### config.mk
export PLATFORM = sky130hd
export DESIGN_NAME = mesa_ascii2word_flat
export DESIGN_NICKNAME = d
export VERILOG_FILES = /design/src/rtl/mesa_ascii2word_pkg.sv /design/src/rtl/mesa_ascii2word_if.sv /design/src/rtl/mesa_ascii2word_hex_decode.sv /design/src/rtl/mesa_ascii2word.sv /design/src/flat_wrapper.sv
export SDC_FILE = /design/constraint.sdc
export NUM_CORES = 1
export LEC_CHECK = 0
export ABC_AREA = 1
export CORE_MARGIN = 1.5
export CORE_UTILIZATION = 50
export DETAILED_ROUTE_END_ITERATION = 10
export PLACE_DENSITY = 0.85
export SYNTH_ARGS = -nofsm -noshare
export SYNTH_HDL_FRONTEND = slang
export SYNTH_HIERARCHICAL = 1
export SYNTH_SLANG_ARGS = --single-unit
### constraint.sdc
create_clock -name clk -period 2.9 [get_ports clk]
set_clock_uncertainty 0.05 [all_clocks]
set_input_delay 0.58 -clock clk [delete_from_list [all_inputs] [get_ports clk]]
set_output_delay 0.58 -clock clk [all_outputs]
set_load 0.01 [all_outputs]
### src/rtl/mesa_ascii2word_pkg.sv
// mesa_ascii2word_pkg: shared character constants, class encoding and hex decode helper
package mesa_ascii2word_pkg;

    localparam logic [7:0] ASCII_SP    = 8'h20;
    localparam logic [7:0] ASCII_LF    = 8'h0A;
    localparam logic [7:0] ASCII_CR    = 8'h0D;
    localparam logic [7:0] ASCII_COMMA = 8'h2C;

    typedef enum logic [1:0] {
        HEX     = 2'd0,
        DELIM   = 2'd1,
        ILLEGAL = 2'd2
    } char_class_t;

    typedef struct packed {
        char_class_t cls;
        logic [3:0]  nib;
    } hex_dec_t;

    // Letters A-F/a-f share the low nibble 1..6, so adding 9 gives 10..15.
    function automatic hex_dec_t hex_decode(input logic [7:0] c);
        hex_dec_t r;
        r.cls = ILLEGAL;
        r.nib = 4'h0;
        if (c inside {[8'h30:8'h39]}) begin
            r.cls = HEX;
            r.nib = c[3:0];
        end else if (c inside {[8'h41:8'h46], [8'h61:8'h66]}) begin
            r.cls = HEX;
            r.nib = c[3:0] + 4'd9;
        end else if (c inside {ASCII_SP, ASCII_LF, ASCII_CR, ASCII_COMMA}) begin
            r.cls = DELIM;
        end
        return r;
    endfunction

endpackage

### src/rtl/mesa_ascii2word_if.sv
// mesa_ascii2word_if: character input and word output handshake bundle
interface mesa_ascii2word_if #(
    parameter int NIBBLES = 8
);
    localparam int CNT_W = $clog2(NIBBLES + 1);

    logic                 rx_char_en;
    logic [7:0]           rx_char_d;
    logic                 rx_char_rdy;
    logic                 word_valid;
    logic                 word_rdy;
    logic [4*NIBBLES-1:0] word_d;
    logic [CNT_W-1:0]     word_nibs;
    logic                 err_pulse;

    modport master (
        output rx_char_en, rx_char_d, word_rdy,
        input  rx_char_rdy, word_valid, word_d, word_nibs, err_pulse
    );

    modport slave (
        input  rx_char_en, rx_char_d, word_rdy,
        output rx_char_rdy, word_valid, word_d, word_nibs, err_pulse
    );

endinterface

### src/rtl/mesa_ascii2word_hex_decode.sv
// mesa_hex_decode: combinational ASCII character classifier and hex nibble extractor
module mesa_hex_decode
    import mesa_ascii2word_pkg::*;
(
    input  logic [7:0] char_d,
    output hex_dec_t   dec
);

    assign dec = hex_decode(char_d);

endmodule

### src/rtl/mesa_ascii2word.sv
// mesa_ascii2word: assembles ASCII hex characters MSB-first into words with a valid/ready output
module mesa_ascii2word
    import mesa_ascii2word_pkg::*;
#(
    parameter int NIBBLES     = 8,
    parameter bit DELIM_FLUSH = 1'b1
) (
    input logic           clk,
    input logic           reset,
    mesa_ascii2word_if.slave bus
);

    localparam int CNT_W = $clog2(NIBBLES + 1);
    localparam int W     = 4 * NIBBLES;
    localparam logic [CNT_W-1:0] FULL = CNT_W'(NIBBLES);

    hex_dec_t         dec;
    logic [W-1:0]     acc;
    logic [W-1:0]     shifted;
    logic [CNT_W-1:0] cnt;
    logic [CNT_W-1:0] cnt_nx;
    logic             take;
    logic             is_hex;
    logic             full;
    logic             flush;
    logic             word_valid;
    logic [W-1:0]     word_d;
    logic [CNT_W-1:0] word_nibs;
    logic             err_pulse;

    mesa_hex_decode u_dec (
        .char_d (bus.rx_char_d),
        .dec    (dec)
    );

    assign bus.rx_char_rdy = !word_valid || bus.word_rdy;
    assign bus.word_valid  = word_valid;
    assign bus.word_d      = word_d;
    assign bus.word_nibs   = word_nibs;
    assign bus.err_pulse   = err_pulse;

    // Cast-truncation keeps the shift legal even when NIBBLES is 1.
    assign shifted = W'({acc, dec.nib});
    assign cnt_nx  = cnt + 1'b1;
    assign take    = bus.rx_char_en && bus.rx_char_rdy;
    assign is_hex  = take && dec.cls == HEX;
    assign full    = is_hex && cnt_nx == FULL;
    assign flush   = take && dec.cls == DELIM && cnt != '0 && DELIM_FLUSH;

    // Accumulator: shift in hex digits, clear on completion, delimiter or illegal character.
    always_ff @(posedge clk or posedge reset) begin
        if (reset) begin
            acc <= '0;
            cnt <= '0;
        end else if (take) begin
            acc <= (is_hex && !full) ? shifted : '0;
            cnt <= (is_hex && !full) ? cnt_nx : '0;
        end
    end

    // Output register: load on completion or flush, hold until consumed, pulse on illegal input.
    always_ff @(posedge clk or posedge reset) begin
        if (reset) begin
            word_valid <= 1'b0;
            word_d     <= '0;
            word_nibs  <= '0;
            err_pulse  <= 1'b0;
        end else begin
            err_pulse <= take && dec.cls == ILLEGAL;
            if (full || flush) begin
                word_valid <= 1'b1;
                word_d     <= full ? shifted : acc;
                word_nibs  <= full ? FULL : cnt;
            end else if (bus.word_rdy) begin
                word_valid <= 1'b0;
            end
        end
    end

endmodule
### src/flat_wrapper.sv
// flat-port wrapper written by rule: the top's interface ports become plain ports
module mesa_ascii2word_flat import mesa_ascii2word_pkg::*;
#(
    parameter int NIBBLES     = 8,
    parameter bit DELIM_FLUSH = 1'b1
)
  (clk, reset, bus_rx_char_en, bus_rx_char_d, bus_word_rdy, bus_rx_char_rdy, bus_word_valid, bus_word_d, bus_word_nibs, bus_err_pulse);
  mesa_ascii2word_if #(.NIBBLES(NIBBLES)) bus_i ();
  input logic clk;
  input logic reset;
  input wire logic [$bits(bus_i.rx_char_en)-1:0] bus_rx_char_en;
  input wire logic [$bits(bus_i.rx_char_d)-1:0] bus_rx_char_d;
  input wire logic [$bits(bus_i.word_rdy)-1:0] bus_word_rdy;
  output wire logic [$bits(bus_i.rx_char_rdy)-1:0] bus_rx_char_rdy;
  output wire logic [$bits(bus_i.word_valid)-1:0] bus_word_valid;
  output wire logic [$bits(bus_i.word_d)-1:0] bus_word_d;
  output wire logic [$bits(bus_i.word_nibs)-1:0] bus_word_nibs;
  output wire logic [$bits(bus_i.err_pulse)-1:0] bus_err_pulse;
  assign bus_i.rx_char_en = bus_rx_char_en;
  assign bus_i.rx_char_d = bus_rx_char_d;
  assign bus_i.word_rdy = bus_word_rdy;
  assign bus_rx_char_rdy = bus_i.rx_char_rdy;
  assign bus_word_valid = bus_i.word_valid;
  assign bus_word_d = bus_i.word_d;
  assign bus_word_nibs = bus_i.word_nibs;
  assign bus_err_pulse = bus_i.err_pulse;
  mesa_ascii2word #(.NIBBLES(NIBBLES), .DELIM_FLUSH(DELIM_FLUSH)) u_core (.clk(clk), .reset(reset), .bus(bus_i));
endmodule
== Word level (Yosys, flattened, before mapping) ==
Index checks and enable logic that the tools add are counted.

* Bits in registers: 74
* Latch bits: 0
* Memory bits (writable): 0
* Bits in read-only memories: 0
* Input bits: 12
* Output and inout port bits: 39
* Word-level logic and storage cells: 50
* Memories kept: 0

* $add $sub $neg: 2
* Multiply operators: 0
* Divide/modulo/power cells: 0
* Magnitude comparators: 6
* Eq/ne operators: 7
* Shifts and indexed selects: 0
* Multiplexer cells: 10
* Bitwise operators: 0
* Reductions and logical operators: 19

{| class="wikitable"
|+ Operators with widths
! kind !! count
|-
| $mux 32 || 2
|-
| $eq 8x4->1 const B || 2
|-
| $eq 8x6->1 const B || 2
|-
| $ge 8x7->1 const B || 2
|-
| $le 8x7->1 const B || 2
|-
| $mux 4 || 3
|-
| $logic_and 1x1->1 || 10
|-
| $ge 8x6->1 const B || 1
|-
| $le 8x6->1 const B || 1
|-
| $reduce_bool 4->1 || 2
|-
| $mux 6 || 1
|-
| $add 4x1->4 const B || 1
|-
| $add 4x4->4 const B || 1
|-
| $eq 4x4->1 const B || 1
|-
| $mux 2 || 2
|-
| $reduce_bool 2->1 || 2
|-
| $eq 2x1->1 const B || 1
|-
| $eq 2x2->1 const B || 1
|-
| $logic_not 1->1 || 2
|-
| $logic_not 2->1 || 1
|-
| $logic_or 1x1->1 || 2
|-
| $mux 1 || 2
|}

== Logic depth before layout (Yosys ltp) ==
Gate-level depths: netlist of the first run.

* Word-level depth: 11
* Depth in mapped cells: 16
* Mapped depth without buffers: 15

== Cells and area by module ==
Netlist of the first run, hierarchy kept.

{| class="wikitable"
|+ By module, submodules not included
! module !! instances !! cells each !! area an instance (um^2) !! seq. area each (um^2)
|-
| mesa_ascii2word || 1 || 454 || 3659.8 || 1851.8
|-
| mesa_hex_decode || 1 || 49 || 285.3 || 0.0
|}

== Worst setup path before layout of the first run ==
Ideal clock, no wire load.

* Path type: input -> register
* Start point: input port bus_rx_char_d[0]
* End point: register u_core.word_d[10] (netlist: u_core/bus.word_d[10])
* Data arrival time: 2081 ps
* Path slack: 652 ps
* Stages: 15
* Cells stage by stage: inv_1 -> ha_1 -> nor2_1 -> nor2_1 -> nand2_2 -> nor2_4 -> nor2_2 -> inv_1 -> nand2_1 -> nor2_4 -> nand3_2 -> buf_6 -> buf_6 -> nand3_1 -> nand2_1

{| class="wikitable"
|+ RTL lines
! what !! line !! text
|-
| from (decl) || flat_wrapper.sv:12 || <nowiki>input wire logic [$bits(bus_i.rx_char_d)-1:0] bus_rx_char_d;</nowiki>
|-
| to (signal assigned) || mesa_ascii2word.sv:72 || <nowiki>word_d <= full ? shifted : acc;</nowiki>
|-
| to (decl) || mesa_ascii2word.sv:27 || <nowiki>logic [W-1:0] word_d;</nowiki>
|}

==> metrics, run 1 <==
Post-Layout Inst Area ~0.0048 mm²; Final min period about 2600 ps; Detailed Routing Iterations Pass 1 5; die height slightly above 90 µm; Fill cells around 640; Placer Congestion a little over 0.8; htree depth 3; ANT cells 0; Total GRT Usage between 20% and 30%; Peak VDD IR 0.000226 V; Syn Area/Cell slightly below 8 µm²; Routed wire per std cell between 10 and 15 µm; initial DRC count between 300 and 400; TritonCTS clock tree yes; WP data arrival 2770 ps; area of the mapped netlist about 0.0039 mm²; Final ANT Viol Nets 0; worst hold-check path type flop to flop; post_cts resized 0; TritonCTS buffer count 9; critical path class primary input to flop; final setup violating endpoints 0; largest net degree at the start of global routing 50; worst path required time approximately 3100 ps; final-report hold violation count 0; post-CTS setup-driven buffer insertion count 0; synthesis-stage register bit count 74; Worst-path clk slew ~80 ps; status finished clean; Critical Path End Type flop; sequential area share after synthesis a little under half; clk sinks 74; row cnt 32; Core Area between 0.007 and 0.008 mm²; drt drc 0; clock root buffer clkbuf_8; IO Count around 50; final WL between 9000 and 10,000 µm; worst-case hold slack between 400 and 500 ps; worst slew pin tran 688 ps; worst-path fanout max 20; Synth cell types 25; RSZ-0062 raised after global routing no; Worst slew margin a little over half; Max Buffers Root-to-Sink 2; Placed Area approximately 0.0046 mm²; initial antenna violation count 0; Nets 568; number of max-cap violations 0; Mapped Nets between 500 and 600; worst skew pair latency between 300 and 400 ps; Slew Limit Fails 0; Synth warnings 6; starting density of the core just over 50%; Die Wd about 92 µm; fmax approximately 0.39 GHz; vias in the first global route around 3,800; layout cells sized above 1 10.6%; leakage power 2.36 nW; area growth from synthesis to layout 22.7%; post-DP HPWL about 6000 µm; CTS Hold Bufs 0; post-DR vias/cell 5.68; pwr dens between 400 and 500 mW/mm²; Die Outline Area around 0.0084 mm²; fin crit share between 80% and 90%; vias between 3,000 and 4,000; first-pass GRT wire length between 15,000 and 20,000 µm; Cells after Synth just over 500; # port buffers 50; CP Launch Type primary input; aggregate global routing overflow 0
==> power breakdown <==
group | switching [mW] | leakage, nW | total [mW] | internal, mW
Clock | 0.380 | 0.119 | 0.934 | 0.553
Sequential | 0.00355 | 1.03 | 1.04 | 1.03
Combinational | 0.0953 | 1.21 | 0.138 | 0.0432
==> stage by stage <==
step / setup TNS, ps / cells / power [mW] / setup WS [ps] / util (%)
CTS: 0 / 656 / 2.12 / 341 / 63.0
floorplan: 0 / 503 / 1.14 / 388 / -
detailed placement: -93.1 / 640 / 1.19 / -24.3 / 59.9
finish: 0 / 656 / 2.11 / 322 / 63.0
global route: 0 / 656 / 2.18 / 162 / 63.0
global placement: 0 / 640 / 1.19 / 61.9 / 59.9
==> placed cells by master (no fill, tap or decap) <==
cell | synthesis | final
nor2_1 | 5 | 5
xor2_1 | 1 | 1
nor2_4 | 4 | 4
buf_4 | 0 | 16
dfrtp_1 | 74 | 74
a21boi_4 | 1 | 1
clkbuf_8 | 0 | 12
o21ai_1 | 8 | 8
nor3_1 | 1 | 1
and3_1 | 1 | 1
o21ai_0 | 31 | 31
nand2_2 | 6 | 6
buf_12 | 0 | 4
clkdlybuf4s50_1 | 0 | 50
o21ai_2 | 1 | 1
clkinvlp_4 | 0 | 1
nand4_1 | 68 | 68
ha_1 | 7 | 7
inv_1 | 50 | 49
clkinv_2 | 0 | 1
nand3_1 | 40 | 40
nor2_2 | 3 | 3
nand2_4 | 2 | 2
inv_2 | 3 | 4
o211ai_1 | 1 | 1
bufinv_16 | 0 | 2
nand3_2 | 2 | 2
nand2_1 | 159 | 159
==> path summary, 6_finish.rpt <==
kind / from / end / slack (ps) / cells after the start
max: bus_rx_char_d[0] / u_core/bus.word_d[3] / 320 / 14
min in group asynchronous: reset / u_core/bus.word_d[18] / 550 / 3
max reg2reg: u_core/cnt[0] / u_core/bus.word_d[3] / 810 / 6
max in group asynchronous: reset / u_core/bus.word_nibs[1] / 1710 / 3
min: u_core/bus.word_d[25] / u_core/bus.word_d[25] / 460 / 2
min reg2reg: u_core/bus.word_d[25] / u_core/bus.word_d[25] / 460 / 2
==> critical path, stage by stage <==
cell and delay [ps]:
clkdlybuf4s50_1 530, inv_1 100, ha_1 260, nand3_2 120
nand4_1 140, nand2_2 90, nor2_2 50, inv_1 60
nand2_1 80, nor2_4 160, buf_4 270, nand4_1 130
nand2_1 130, nand2_1 60
==> cells in the mapped netlist <==
master      n  area [µm²]
a21boi_4    1        18.8
and3_1      1        6.26
ha_1        7        87.6
nor2_4      4        45.0
nand4_1    68         425
dfrtp_1    74        1850
xor2_1      1        8.76
buf_6       3        33.8
nand3_1    40         200
nor2_2      3        18.8
buf_2      14        70.1
o21ai_2     1        8.76
nor2_1      5        18.8
nand2_1   159         597
o21ai_1     8        40.0
o211ai_1    1        7.51
o21ai_0    31         155
nand2_4     2        22.5
nor3_1      1        5.00
inv_1      50         188
nand2_2     6        37.5
buf_1       4        15.0
nand3_2     2        20.0
inv_2       3        11.3
clkbuf_1   14        52.6
==> metal layers <==
layer | vias up | track usage, % | wire (µm)
li1 | 1759 | - | -
met1 | 1764 | 29.3 | 4090
met2 | 177 | 41.5 | 4740
met3 | 26 | 6.80 | 685
met4 | 0 | 10.8 | 196
met5 | - | 0 | 0
==> area by class of cell <==
cell class	count	area, µm²	area share (%)
clock buffers	12	165	3.41
clock inverters	4	72.6	1.50
inverters	53	199	4.11
multi-input cells	341	1720	35.6
flip-flops and latches	74	1850	38.3
well taps	102	128	2.64
repair buffers	70	701	14.5
==> flip-flops by register name, indices dropped and copies added (netlist names) <==
name                   cells
u_core/bus.word_d         32
u_core/bus.word_nibs       4
u_core/acc                32
u_core/bus.err_pulse       1
u_core/cnt                 4
u_core/bus.word_valid      1
==> cell families after synthesis <==
logic type | Yosys count | synth area share (%)
flops | 74 | 46.9
compound gates | 42 | 5.84
simple gates | 291 | 35.4
fa+ha+maj | 7 | 2.22
xor+xnor | 1 | 0.222
buf+inv | 88 | 9.39
Power figures use the tool's default switching activity.
==> inputs of run 2 (changes only) <==
Settings changed: PLACE_DENSITY 0.85 to 0.86, SYNTH_HIERARCHICAL 1 to unset.
==> metrics, run 2 <==
Critical Path End Type flop; aggregate global routing overflow 0; pre-CTS setup slack ~160 ps; Int Pwr around 1.6 mW; Placed Area a little over 0.004 mm²; WP data arrival ~2700 ps; layout cells sized above 1 under 10%; Synth warnings 0; die height 87.3 µm; top cells by count, synth 120 x nand2_1, 74 x dfrtp_1, 48 x nand3_1; worst-path fanout max 30; post-DP HPWL around 5300 µm; drt drc 0; Cells after Synth 419; Post-Layout Inst Area between 0.004 and 0.005 mm²; vias in the first global route roughly 2,900; area growth from synthesis to layout 23.4%; Nets between 400 and 500; number of max-cap violations 0; asr flop ratio synth 100%; TritonCTS clock tree yes; largest cells by area after synthesis dfrtp_1 52%, nand2_1 13%, nand3_1 6.8%; TritonCTS buffer count 9; EDFF count, synth 0; status finished clean; Final ANT Viol Nets 0; Clock Power Share between 40 and 50%; worst path required time a little over 3000 ps; initial antenna violation count 0; biggest registers after layout u_core.acc x32, u_core.bus.word_d x32; Fill cells ~570; Synth cell types 25; post_cts resized 0; clock root buffer clkbuf_8; Worst R2R Setup Slack approximately 760 ps; leakage power approximately 2.2 nW; Slew Limit Fails 0; Yosys top cell by area dfrtp_1; Fin Setup TNS 0 ps; combinational power share 7.3%; Reg power frac approximately 50%; row cnt 30; commonest non-fill, non-tap cell in the layout nand2_1; Sw Share a little under a quarter; htree depth 3; Setup WS post-layout 395 ps; Total GRT Usage between 20 and 25%; sequential area share after synthesis between 50% and 60%; Die Wd 87.3 µm; ANT cells 0; fmax approximately 0.4 GHz; worst hold-check path type flop to flop; Peak VDD IR 0.000301 V; # port buffers 50; Final min period approximately 2500 ps; final-report hold violation count 0; Placer Congestion ~0.9; Die Outline Area 0.00763 mm²; starting density of the core 52.1%; RSZ-0062 raised after global routing no; Routed wire per std cell 14.3 µm; most frequent cells in the layout 120 x nand2_1, 74 x dfrtp_1, 50 x clkdlybuf4s50_1, 48 x nand3_1, 42 x inv_1; largest net degree at the start of global routing between 70 and 80; pwr dens ~480 mW/mm²; Detailed Routing Iterations Pass 1 5; Syn Area/Cell around 8.5 µm²; final WL 8120 µm; first-pass GRT wire length approximately 14,000 µm; IO Count a little over 50; critical path class primary input to flop; fin util 64.2%; Max Buffers Root-to-Sink 2; post-CTS setup-driven buffer insertion count 0; area of the mapped netlist about 0.0036 mm²; CP Launch Type primary input; Core Area about 0.007 mm²; area share of the largest cell type after synthesis a little over half; sw power around 0.48 mW; final setup violating endpoints 0; Worst-path clk slew 80 ps; synthesis-stage register bit count 74; clk sinks 74; worst skew pair latency around 350 ps; worst slew pin tran about 390 ps; count leader, synth nand2_1; Worst slew margin between 70% and 80%; fin crit share 86.4%; initial DRC count 230; post-DR vias/cell 5.49; vias 3,107; CTS Hold Bufs 0; Mapped Nets roughly 440; Post-synth top flop dfrtp_1
run 2: changes by cell type after synthesis, sizes merged, moves of 8 or more:
cell	delta
o22ai	+31
nand4	-38
nand3	+8
nand2	-44
clkbuf	-8
o21ai	-30
run 2: per-layer routing:
metal / global-route usage (%) / routed length, µm / up-vias
met5: 0 / 0 / -
met4: 11.0 / 194 / 0
met3: 4.17 / 487 / 19
met2: 36.4 / 3890 / 127
met1: 30.2 / 3550 / 1474
li1: - / - / 1487
run 2: area by class of cell:
type                            count  area, µm²  area share [%]
Clock buffer                       12        155            3.54
Clock inverter                      4       73.8            1.68
Inverter                           53        199            4.54
Multi-Input combinational cell    267       1360            31.0
Sequential cell                    74       1850            42.2
Tap cell                           96        120            2.74
Timing Repair Buffer               60        626            14.3
run 2: stage by stage:
stage,hold slack (ps),std cells,power (mW)
after floorplan,431,419,1.16
after global placement,413,550,1.23
after detailed placement,417,550,1.23
after CTS,436,566,2.14
after global routing,455,566,2.20
final,431,566,2.12
run 2: cell families (layout without fill, tap and decap cells):
kind of cell             after synthesis  in the layout  synth area share [%]
flip-flops                            74             74                  52.1
adder cells (fa/ha/maj)                8              8                  2.82
buffers and inverters                 78            129                  9.64
AO/OA/AOI/OAI                         43             43                  7.32
AND/OR/NAND/NOR                      216            216                  28.1
run 2: worst max-delay path, cell delays in order:
cell	delay, ps
clkdlybuf4s50_1	470
inv_1	160
ha_1	200
inv_1	70
nand3b_1	130
nand3_2	170
nand2_2	180
nand3_1	260
buf_12	260
o22ai_1	210
run 2: worst paths after layout:
check,start,end,cells after the start
max,bus_rx_char_d[1],u_core.acc[1],10
min,u_core.bus.word_d[14],u_core.bus.word_d[14],2
max reg2reg,u_core.cnt[0],u_core.acc[1],9
min reg2reg,u_core.bus.word_d[14],u_core.bus.word_d[14],2
max in group asynchronous,reset,u_core.bus.word_valid,3
min in group asynchronous,reset,u_core.bus.word_d[25],3
run 2: power groups by stage:
stage | Clock (mW) | Combinational [mW] | Sequential, mW
after floorplan | 0 | 0.0766 | 1.08
after global placement | 0 | 0.151 | 1.08
after detailed placement | 0 | 0.155 | 1.08
after CTS | 0.927 | 0.156 | 1.06
after global routing | 0.964 | 0.172 | 1.06
final | 0.908 | 0.156 | 1.06
==> inputs of run 3 (changes only) <==
Settings changed: SLEW_MARGIN set to 10.
==> results of run 3 <==
No change in the layout: final DEF, timing and power equal those of run 2.
